File: src/rtl/mac_pkg.sv
// Shared types and constants for the 6x6 multiply-accumulate slice.
// Holds the FSM state encoding and the helper that sizes the product counters.
package mac_pkg;

  typedef enum logic {
    ACCUM = 1'b0,
    DONE  = 1'b1
  } mac_state_e;

  localparam int OP_W   = 6;
  localparam int PROD_W = 12;

  // Smallest bit count able to index 'value' distinct states
  function automatic int clog2(input int value);
    int result;
    result = 0;
    while ((1 << result) < value) result++;
    return result;
  endfunction

endpackage

File: src/rtl/mac_product_stage.sv
// Stage 1 of the MAC: structural 6x6 unsigned array multiplier feeding a product
// register with a valid flag, both cleared synchronously on rst or clr.
module mac_product_stage
  import mac_pkg::*;
(
  input  logic              clk,
  input  logic              rst,
  input  logic              clr,
  input  logic              load,
  input  logic [OP_W-1:0]   a,
  input  logic [OP_W-1:0]   b,
  output logic [PROD_W-1:0] p_reg,
  output logic              p_vld
);

  logic [OP_W:0][PROD_W-1:0] row;

  assign row[0] = '0;

  // Each array row adds the shifted partial product a*b[i] to the running total
  for (genvar i = 0; i < OP_W; i++) begin : g_row
    logic [PROD_W-1:0] pp;
    assign pp         = b[i] ? (PROD_W'(a) << i) : '0;
    assign row[i + 1] = row[i] + pp;
  end

  always_ff @(posedge clk) begin
    if (rst || clr) begin
      p_reg <= '0;
      p_vld <= 1'b0;
    end else begin
      p_vld <= load;
      if (load) p_reg <= row[OP_W];
    end
  end

endmodule

File: src/rtl/mac_accumulator_6bit.sv
// Multiply-accumulate stage: registers LEN products, sums them modulo 2^ACC_W
// with a sticky carry flag, and holds the total until the consumer takes it.
module mac_accumulator_6bit
  import mac_pkg::*;
#(
  parameter int LEN   = 4,
  parameter int ACC_W = 16
) (
  input  logic             clk,
  input  logic             rst,
  input  logic             clr,
  input  logic             in_valid,
  output logic             in_ready,
  input  logic [OP_W-1:0]  a,
  input  logic [OP_W-1:0]  b,
  output logic             out_valid,
  input  logic             out_ready,
  output logic [ACC_W-1:0] acc_out,
  output logic             ovf
);

  localparam int                CNT_W  = clog2(LEN + 1);
  localparam logic [CNT_W-1:0]  LEN_C  = CNT_W'(LEN);
  localparam logic [CNT_W-1:0]  LAST_C = CNT_W'(LEN - 1);

  mac_state_e        state;
  mac_state_e        state_next;
  logic [CNT_W-1:0]  taken_cnt;
  logic [CNT_W-1:0]  added_cnt;
  logic [ACC_W-1:0]  acc;
  logic [PROD_W-1:0] p_reg;
  logic              p_vld;
  logic              accept;
  logic              last_add;
  logic              result_taken;
  logic [ACC_W:0]    sum;

  assign accept       = in_valid && in_ready;
  assign last_add     = p_vld && (added_cnt == LAST_C);
  assign result_taken = out_valid && out_ready;
  assign sum          = {1'b0, acc} + (ACC_W + 1)'(p_reg);
  assign acc_out      = acc;

  mac_product_stage u_product (
    .clk   (clk),
    .rst   (rst),
    .clr   (clr),
    .load  (accept),
    .a     (a),
    .b     (b),
    .p_reg (p_reg),
    .p_vld (p_vld)
  );

  always_ff @(posedge clk) begin
    if (rst) state <= ACCUM;
    else     state <= state_next;
  end

  always_comb begin
    state_next = state;
    if (clr) begin
      state_next = ACCUM;
    end else begin
      case (state)
        ACCUM:   if (last_add)     state_next = DONE;
        DONE:    if (result_taken) state_next = ACCUM;
        default: state_next = ACCUM;
      endcase
    end
  end

  // in_ready is masked by rst and clr so an operand is never offered while it would be dropped
  always_comb begin
    out_valid = (state == DONE);
    in_ready  = !rst && !clr && (state == ACCUM) && (taken_cnt < LEN_C);
  end

  always_ff @(posedge clk) begin
    if (rst || clr || result_taken) begin
      acc       <= '0;
      ovf       <= 1'b0;
      taken_cnt <= '0;
      added_cnt <= '0;
    end else begin
      if (accept) taken_cnt <= taken_cnt + 1'b1;
      if (p_vld) begin
        acc       <= sum[ACC_W-1:0];
        ovf       <= ovf | sum[ACC_W];
        added_cnt <= added_cnt + 1'b1;
      end
    end
  end

endmodule

File: config.mk
export PLATFORM = sky130hd
export DESIGN_NAME = mac_accumulator_6bit
export DESIGN_NICKNAME = d
export VERILOG_FILES = /design/src/rtl/mac_pkg.sv /design/src/rtl/mac_product_stage.sv /design/src/rtl/mac_accumulator_6bit.sv
export SDC_FILE = /design/constraint.sdc
export NUM_CORES = 1
export LEC_CHECK = 0
export BUFFER_PORTS_ARGS = -buffer_cell sky130_fd_sc_hd__buf_2
export CAP_MARGIN = 20
export CORE_MARGIN = 5
export CORE_UTILIZATION = 59
export DETAILED_ROUTE_END_ITERATION = 6
export PLACE_DENSITY = 0.81
export SKIP_CTS_REPAIR_TIMING = 1
export SYNTH_ARGS = -nofsm -noshare
export SYNTH_HDL_FRONTEND = slang
export SYNTH_HIERARCHICAL = 1
export SYNTH_SLANG_ARGS = --single-unit
File: constraint.sdc
create_clock -name clk -period 6.8 [get_ports clk]
set_input_delay 1.36 -clock clk [delete_from_list [all_inputs] [get_ports clk]]
set_output_delay 1.36 -clock clk [all_outputs]
set_load 0.05 [all_outputs]
==> results of run 1 <==
routing by layer:
metal / routed length, um / vias up / global-route usage (%) / share of wire [%]
met4: 118 / 0 / 8.14 / 1.9
met5: 0 / - / 0 / 0
met1: 2840 / 1195 / 24.9 / 45
met2: 3080 / 54 / 35.0 / 49
met3: 207 / 9 / 2.63 / 3.3
li1: - / 1279 / - / -
per-stage QoR:
| step | power, mW | worst slack [ps] | hold WS [ps] | utilization (%) | std cells |
|---|---|---|---|---|---|
| after floorplan | 0.369 | 1470 | 437 | - | 342 |
| after global placement | 0.403 | 1200 | 445 | 64.7 | 439 |
| after detailed placement | 0.410 | 1120 | 459 | 64.7 | 439 |
| after CTS | 0.563 | 1410 | 471 | 66.5 | 447 |
| after global routing | 0.599 | 1170 | 508 | 66.6 | 448 |
| final | 0.556 | 1390 | 467 | 66.6 | 448 |
how the worst max path moves through the flow:
stage / from / depth (start not counted) / slack [ps] / to
after floorplan: b[0] / 17 / 1470 / u_product/p_reg[9]
after CTS: b[0] / 18 / 1410 / u_product/p_reg[9]
after global placement: b[0] / 18 / 1200 / u_product/p_reg[9]
after global routing: b[0] / 18 / 1170 / u_product/p_reg[9]
after detailed placement: b[0] / 18 / 1120 / u_product/p_reg[9]
final: b[0] / 18 / 1390 / u_product/p_reg[9]
worst max-delay path: stages:
cell	delay, ps
buf_2	130
and2_1	180
fa_1	530
inv_1	50
fa_1	480
inv_1	80
ha_1	190
inv_1	60
fa_1	390
nor2b_1	210
o21ai_0	110
a21o_1	190
fa_1	530
inv_1	40
ha_1	330
and3_1	210
or4_1	500
nand3_1	90
synth_stat cells (6+ instances only):
cell type	instances	area share, %
a21oi_1	16	2.6
nand3b_1	7	1.7
nor2_1	32	4.0
ha_1	34	14
fa_1	16	11
nand2_1	24	3.0
xnor2_1	6	1.7
mux2i_1	14	4.6
a211oi_1	8	2.0
o21ai_0	9	1.5
nand3_1	7	1.2
dfxtp_1	37	24
a21o_1	8	2.0
inv_1	25	3.1
xor2_1	8	2.3
and2_1	24	4.9
kinds of logic after synthesis:
group,share of synthesized area [%]
simple gates,21.2
compound gates,16.8
fa+ha+maj,24.5
mux,4.61
buf+inv,4.40
xor+xnor,4.03
flops,24.4
power breakdown:
group	switching (mW)	total [mW]	internal [mW]	leakage (nW)
clock	0.0755	0.148	0.0721	0.0374
combinational	0.110	0.187	0.0770	1.23
sequential	0.00246	0.222	0.219	0.298
total	0.188	0.556	0.368	1.57
layout make-up:
type | count | area (um2) | area share [%]
multi-input cells | 272 | 2170 | 64.5
repair buffers | 36 | 180 | 5.37
clock inverters | 2 | 15.0 | 0.447
clock buffers | 6 | 72.6 | 2.16
inverters | 25 | 93.8 | 2.80
flip-flops and latches | 37 | 741 | 22.1
well taps | 70 | 87.6 | 2.61
==> run metrics, run 1 <==
core box area slightly above 5000 um2; status completed; R2R Path End acc_out[12]; WS Path Type in2reg; Worst Hold End taken_cnt[1]; post-synthesis sequential area ratio 24.4%; Post-Syn Nets 409; Worst Hold Class reg2reg; Post-synth EDFFs 0; HP Start taken_cnt[1]; Area growth, synth to finish 10.4%; Post-DP Area 3260 um2; pin count of the biggest net entering global routing 27; Synth cell types 51; Design Area, Final ~3400 um2; total detailed-routing wirelength approximately 6.2 mm; #FFs+latches synth 37; Async S/R FF share, synth 0%; Slew Limit Fails 0; Worst setup SP type primary input; max-cap violations 0; Ys Warns 6; Power Dens Cells 166 nW/um2; Max Fclk 185 MHz; starting density of the core roughly 60%; Root Buffer clkbuf_8; remaining antenna violation count after routing 0; Rows 26; drt pass-1 iters 4; R2R setup slack around 4400 ps; Die H 81.8 um; Ports 36; Num CTS Buffers 5; die span in x between 80 and 90 um; CTS tree done; peak supply drop 0.0885 mV; max reg flops 16; Initial DRC Count 94; Critical Path AT about 5600 ps; initial antenna violation count 0; Tot GR Track Use around 20%; syn avg cell area approximately 8.9 um2; vias in the first global route around 2500; # clock sinks 37; Routability Congestion approximately 0.88; commonest non-fill, non-tap cell in the layout dfxtp_1; clock slew at reported path FFs about 70 ps; Main synth FF type dfxtp_1; post-route clock period utilization 79.6%; setup tns final 0 ps; HPWL after DPL ~5.0 mm; leakage power 1.57 nW; die footprint roughly 6700 um2; Critical Path Sink Type flop; routed vias/inst approximately 5.7; cell area after synthesis 3040 um2; CP required between 7000 and 8000 ps; Final Hold Fails 0; critical path peak fanout 6; grt total ovfl 0; Max clock buf depth 2; clock latency on the worst-skew pair 290 ps; most frequent cells in the layout dfxtp_1, buf_2, ha_1; share of cells above drive strength 1 between 10% and 20%; global-route wire length before repair 10.6 mm; Slew @ Worst Pin approximately 970 ps; hold path depth 2; Antenna Cells 0; Port-buffer cells 35; DRC Markers 0; Setup Skew about 10 ps; RSZ-0062 raised after global routing no; CTS H-tree depth 2; NumNets Final around 440; Final Critical Period about 5400 ps; drt wl/cell ~14 um; cell count after synthesis 342; worst r2r path cells 8; vias post-DR approximately 2500; Slew HR a little over a third; reg2reg start acc_out[0]; fillers between 400 and 500; Setup-failing EPs final 0
Note: power is estimated with default switching activity, not from simulation.
==> run 2, diff against run 1 <==
Clock period 6.8 ns to 5.1 ns, I/O delays scaled along.
==> run 2 against run 1 <==
Total power increased by 42%. Utilization increased by 3.1 points. Cell area up 4.7%. Hold slack lost 1.6 ps. Die area unchanged. Final cell count is 4.5% higher. Critical path depth is 1 lower. Sequential share of layout area down 0.98 points. Non-clock buffer count is 20 higher. Critical endpoint unchanged.
==> run metrics, run 2 (same netlist as run 1, synthesis figures left out) <==
status completed; Post-DP Area 3410 um2 (+4.6%); R2R setup slack 2770 ps (-1660 ps); Setup Skew 15.5 ps (+4.98 ps); drt pass-1 iters 4 (unchanged); Routability Congestion 0.883 (+0.20%); CP required 5330 ps (-1700 ps); leakage power 1.68 nW (+7.1%); HPWL after DPL 4.96 mm (-0.44%); Final Critical Period between 4000 and 5000 ps; CP endpoint u_product/p_reg[9]; max-cap violations 0 (unchanged); clock slew at reported path FFs 80 ps (about the same); R2R Path End acc_out[12]; critical path peak fanout 4 (-2); Setup-failing EPs final 0 (unchanged); Crit. Startpoint b[0]; max reg flops 16 (unchanged); RSZ-0062 raised after global routing no; WS Path Type in2reg; Worst Hold Class reg2reg; Slew HR 33.5% (-2.1 points); Die H 81.8 um (unchanged); Num CTS Buffers 5 (unchanged); starting density of the core 60.3% (unchanged); Max clock buf depth 2 (unchanged); worst r2r path cells 8 (unchanged); Critical Path Sink Type flop; most frequent cells in the layout dfxtp_1, buf_2, ha_1; Worst setup SP type primary input; clock latency on the worst-skew pair 290 ps (about the same); CTS tree done; vias post-DR 2576 (+1.5%); total detailed-routing wirelength 6.14 mm (-1.6%); Layout Utilization 69.7% (+3.1 points); NumNets Final 464 (+4.5%); Power Dens Cells 225 nW/um2 (+35%); share of cells above drive strength 1 18.3% (+4.8 points); vias in the first global route 2416 (-1.9%); grt total ovfl 0 (unchanged); commonest non-fill, non-tap cell in the layout dfxtp_1; initial antenna violation count 0 (unchanged); Design Area, Final 3510 um2 (+4.7%); Slew @ Worst Pin 997 ps (+30.9 ps); Max Fclk just over 200 MHz; Initial DRC Count 119 (+27%); drt wl/cell 13.1 um (-5.8%); core box area 5040 um2 (unchanged); post-route clock period utilization 95.9%; Final Hold Fails 0 (unchanged); Slew Limit Fails 0 (unchanged); die span in x 81.8 um (unchanged); CTS H-tree depth 2 (unchanged); pin count of the biggest net entering global routing 27 (unchanged); peak supply drop 0.144 mV (+62%); Root Buffer clkbuf_8; reg2reg start acc_out[0]; Critical Path AT 5130 ps (-510 ps); Ports 36 (unchanged); global-route wire length before repair 10.5 mm (-1.2%); die footprint 6690 um2 (unchanged); Rows 26 (unchanged); # clock sinks 37 (unchanged); DRC Markers 0 (unchanged); remaining antenna violation count after routing 0 (unchanged); Area growth, synth to finish 15.5%; Port-buffer cells 35 (unchanged); Tot GR Track Use 19.9% (-0.17 points); routed vias/inst 5.50 (-2.8%); Antenna Cells 0 (unchanged)
## run 2: per-layer routing
metal	routed length (um)	part of all wire, %	track usage (%)
met1	2780	45	25.0
met2	3080	50	35.0
met3	217	3.5	3.07
met4	65	1.1	5.98
met5	0	0	0
## run 2: metrics by stage
step                      setup WS (ps)  TNS [ps]  power [mW]  instances  hold WS [ps]
after CTS                           176         0       0.793        467           469
final                               209         0       0.789        468           466
after global routing               38.9         0       0.851        468           504
after detailed placement           -131      -207       0.589        459           457
after global placement            -55.0     -55.7       0.579        459           446
after floorplan                     106         0       0.491        342           437
## run 2: worst min-delay path by stage
stage                       startpoint                  to  cells after the start
finish                    taken_cnt[1]        taken_cnt[1]                      2
global route        u_product/p_reg[0]  u_product/p_reg[0]                      2
CTS                       taken_cnt[1]        taken_cnt[1]                      2
detailed placement        taken_cnt[2]        taken_cnt[2]                      2
global placement                   ovf                 ovf                      2
floorplan                 taken_cnt[2]        taken_cnt[2]                      2
## run 2: power by group
| group | internal [mW] | switching [mW] |
|---|---|---|
| sequential | 0.292 | 0.00331 |
| clock | 0.0968 | 0.108 |
| combinational | 0.137 | 0.152 |
| total | 0.526 | 0.263 |
## run 2: critical path, cell delays in order
cell and delay [ps]:
buf_2 120, and2_1 170, fa_1 520, inv_1 50, fa_1 460, inv_1 70
ha_1 160, inv_1 50, fa_1 410, xor2_1 180, fa_1 530, inv_1 40
ha_1 210, fa_1 380, and3_1 160, or4_1 490, nand3_1 90
## run 2: area by class of cell
class | count | area [um2]
Fill cell | 410 | 1530
Clock inverter | 3 | 22.5
Sequential cell | 37 | 741
Inverter | 25 | 93.8
Clock buffer | 5 | 68.8
Tap cell | 70 | 87.6
Multi-Input combinational cell | 272 | 2170
Timing Repair Buffer | 56 | 330
==> run 3, diff against run 2 <==
Settings changed: BUFFER_PORTS_ARGS -buffer_cell sky130_fd_sc_hd__buf_2 to default, CORE_UTILIZATION 59 to 60, DONT_BUFFER_PORTS from default to 1, PLACE_DENSITY 0.81 to 0.76.
Clock period 5.1 ns to 5.5 ns, I/O delays scaled along.
==> run 3 against run 2 <==
Clock-buffer cell count stayed put. Hold slack got worse by 2.0 ps. Total power shrank 7.3%. Cell area down 8.3%. Largest power group unchanged. Highest routed layer unchanged.
==> run metrics, run 3 (same netlist as run 1, synthesis figures left out) <==
vias post-DR 2383 (-7.5%); Max Fclk 201 MHz; setup tns final 0 ps (unchanged); critical path peak fanout 6 (+2); vias in the first global route 2244 (-7.1%); WS Path Type in2reg; R2R setup slack 2920 ps (+150 ps); post-route clock period utilization about nine tenths; clock latency on the worst-skew pair 300 ps (about the same); Ports 36 (unchanged); CP max stage delay 530 ps (about the same); Worst Path Buf+Inv 4 (-1); commonest non-fill, non-tap cell in the layout dfxtp_1; Slew @ Worst Pin 946 ps (-51.1 ps); core box area 5010 um2 (-0.65%); Power Dens Cells 227 nW/um2 (+1.1%); Max clock buf depth 2 (unchanged); starting density of the core 60.7% (+0.39 points); critical path's top delay family adder cells; clock share of power 33.0% (+7.1 points); Routability Congestion 0.869 (-1.6%); Num CTS Buffers 5 (unchanged); CP required 5740 ps (+410 ps); remaining antenna violation count after routing 0 (unchanged); footprint of the multi-input gates 2170 um2 (+0.17%); # clock sinks 37 (unchanged); Root Buffer clkbuf_8; Sequential Area 741 um2 (unchanged); Psw 0.234 mW (-11%); routed vias/inst 5.76 (+4.6%); die span in x 81.2 um (-0.73%); crit path cell chain and2_1, fa_1, inv_1, fa_1, inv_1, ha_1, inv_1, fa_1, nor2b_1, o21ai_0, a21o_1, fa_1, inv_1, ha_1, and3_1, or4_1, nand3_1; Critical Path Sink Type flop; Final Hold Fails 0 (unchanged); max-cap violations 0 (unchanged); status completed; Area growth, synth to finish 5.97%; Slew HR 36.9% (+3.4 points); Antenna Cells 0 (unchanged); RSZ-0062 raised after global routing no; cell depth of the worst setup path 17 (unchanged); Tot GR Track Use 18.8% (-1.1 points); fillers 431 (+5.1%); hold path depth 2 (unchanged); drt pass-1 iters 4 (unchanged); initial antenna violation count 0 (unchanged); most frequent cells in the layout dfxtp_1, ha_1, nor2_1; grt total ovfl 0 (unchanged); Initial DRC Count 84 (-29%); Setup-failing EPs final 0 (unchanged); WHS 464 ps (-2.02 ps); total power 0.732 mW (-7.3%); max reg flops 16 (unchanged); worst r2r path cells 8 (unchanged); peak supply drop 0.104 mV (-28%); combinational power share 29.5% (-7.1 points); pin count of the biggest net entering global routing 27 (unchanged); Sw Share 32.0% (-1.4 points); Die H 81.2 um (-0.73%); Worst setup SP type primary input; total detailed-routing wirelength 5.90 mm (-4.0%); die footprint 6590 um2 (-1.5%); Port-buffer cells 0 (-100%); CTS tree done; Crit-path slowest cell fa_1; Rows 26 (unchanged); leakage power 1.42 nW (-15%); Setup Skew 11.9 ps (-3.56 ps); Slew Limit Fails 0 (unchanged); Worst Hold Class reg2reg; global-route wire length before repair 9.83 mm (-6.3%); clock slew at reported path FFs 80 ps (about the same); Critical Path AT 5220 ps (+90 ps); Final Critical Period 4980 ps; drt wl/cell 14.2 um (+8.6%); HPWL after DPL 4.72 mm (-4.9%); DRC Markers 0 (unchanged); share of cells above drive strength 1 5.52% (-13 points); part of the power in registers 37.5% (about the same); NumNets Final 410 (-12%); CTS H-tree depth 2 (unchanged); Int Pwr 0.498 mW (-5.3%)
## run 3: cell types whose count changed in the layout (fill, tap and decap cells not counted), sizes merged
cell,delta
clkinv,-2
clkinvlp,+1
buf,-54
bufinv,+1
## run 3: cell type report
class,instances,area share [%]
multi-input cells,272,67.4
flip-flops and latches,37,23.0
inverters,25,2.91
well taps,70,2.72
clock buffers,5,2.14
clock inverters,3,1.44
repair buffers,2,0.388
## run 3: final timing paths
path	end	from
min reg2reg	taken_cnt[1]	taken_cnt[1]
max reg2reg	acc_out[12]	acc_out[0]
min	taken_cnt[1]	taken_cnt[1]
max	u_product/p_reg[9]	b[0]
## run 3: routing by layer
layer | vias up | routed length (um) | track usage (%)
met5 | - | 0 | 0
met4 | 0 | 72 | 6.93
met3 | 5 | 250 | 4.55
met2 | 40 | 2860 | 32.3
met1 | 1129 | 2720 | 22.7
li1 | 1209 | - | -
## run 3: power by group through the flow
stage / Sequential, mW / Combinational, mW / Clock [mW]
2_1_floorplan: 0.279 / 0.177 / 0
3_3_place_gp: 0.281 / 0.208 / 0
3_5_place_dp: 0.281 / 0.213 / 0
4_1_cts: 0.275 / 0.215 / 0.243
5_1_grt: 0.275 / 0.248 / 0.251
6_report: 0.275 / 0.216 / 0.241
## run 3: through the flow
stage | area (um2) | setup slack, ps | util [%] | instances
6_report | 3220 | 521 | 64.3 | 414
3_3_place_gp | 3100 | 313 | 61.9 | 405
3_5_place_dp | 3100 | 232 | 61.9 | 405
5_1_grt | 3220 | 331 | 64.3 | 414
2_1_floorplan | 3040 | 426 | - | 342
4_1_cts | 3220 | 538 | 64.2 | 413
## run 3: worst min-delay path, delay by kind of cell, from the launching register on
kind             cells  cell delay (ps)
AO/OA/AOI/OAI        1               50
flip-flops           1              320
AND/OR/NAND/NOR      1               50
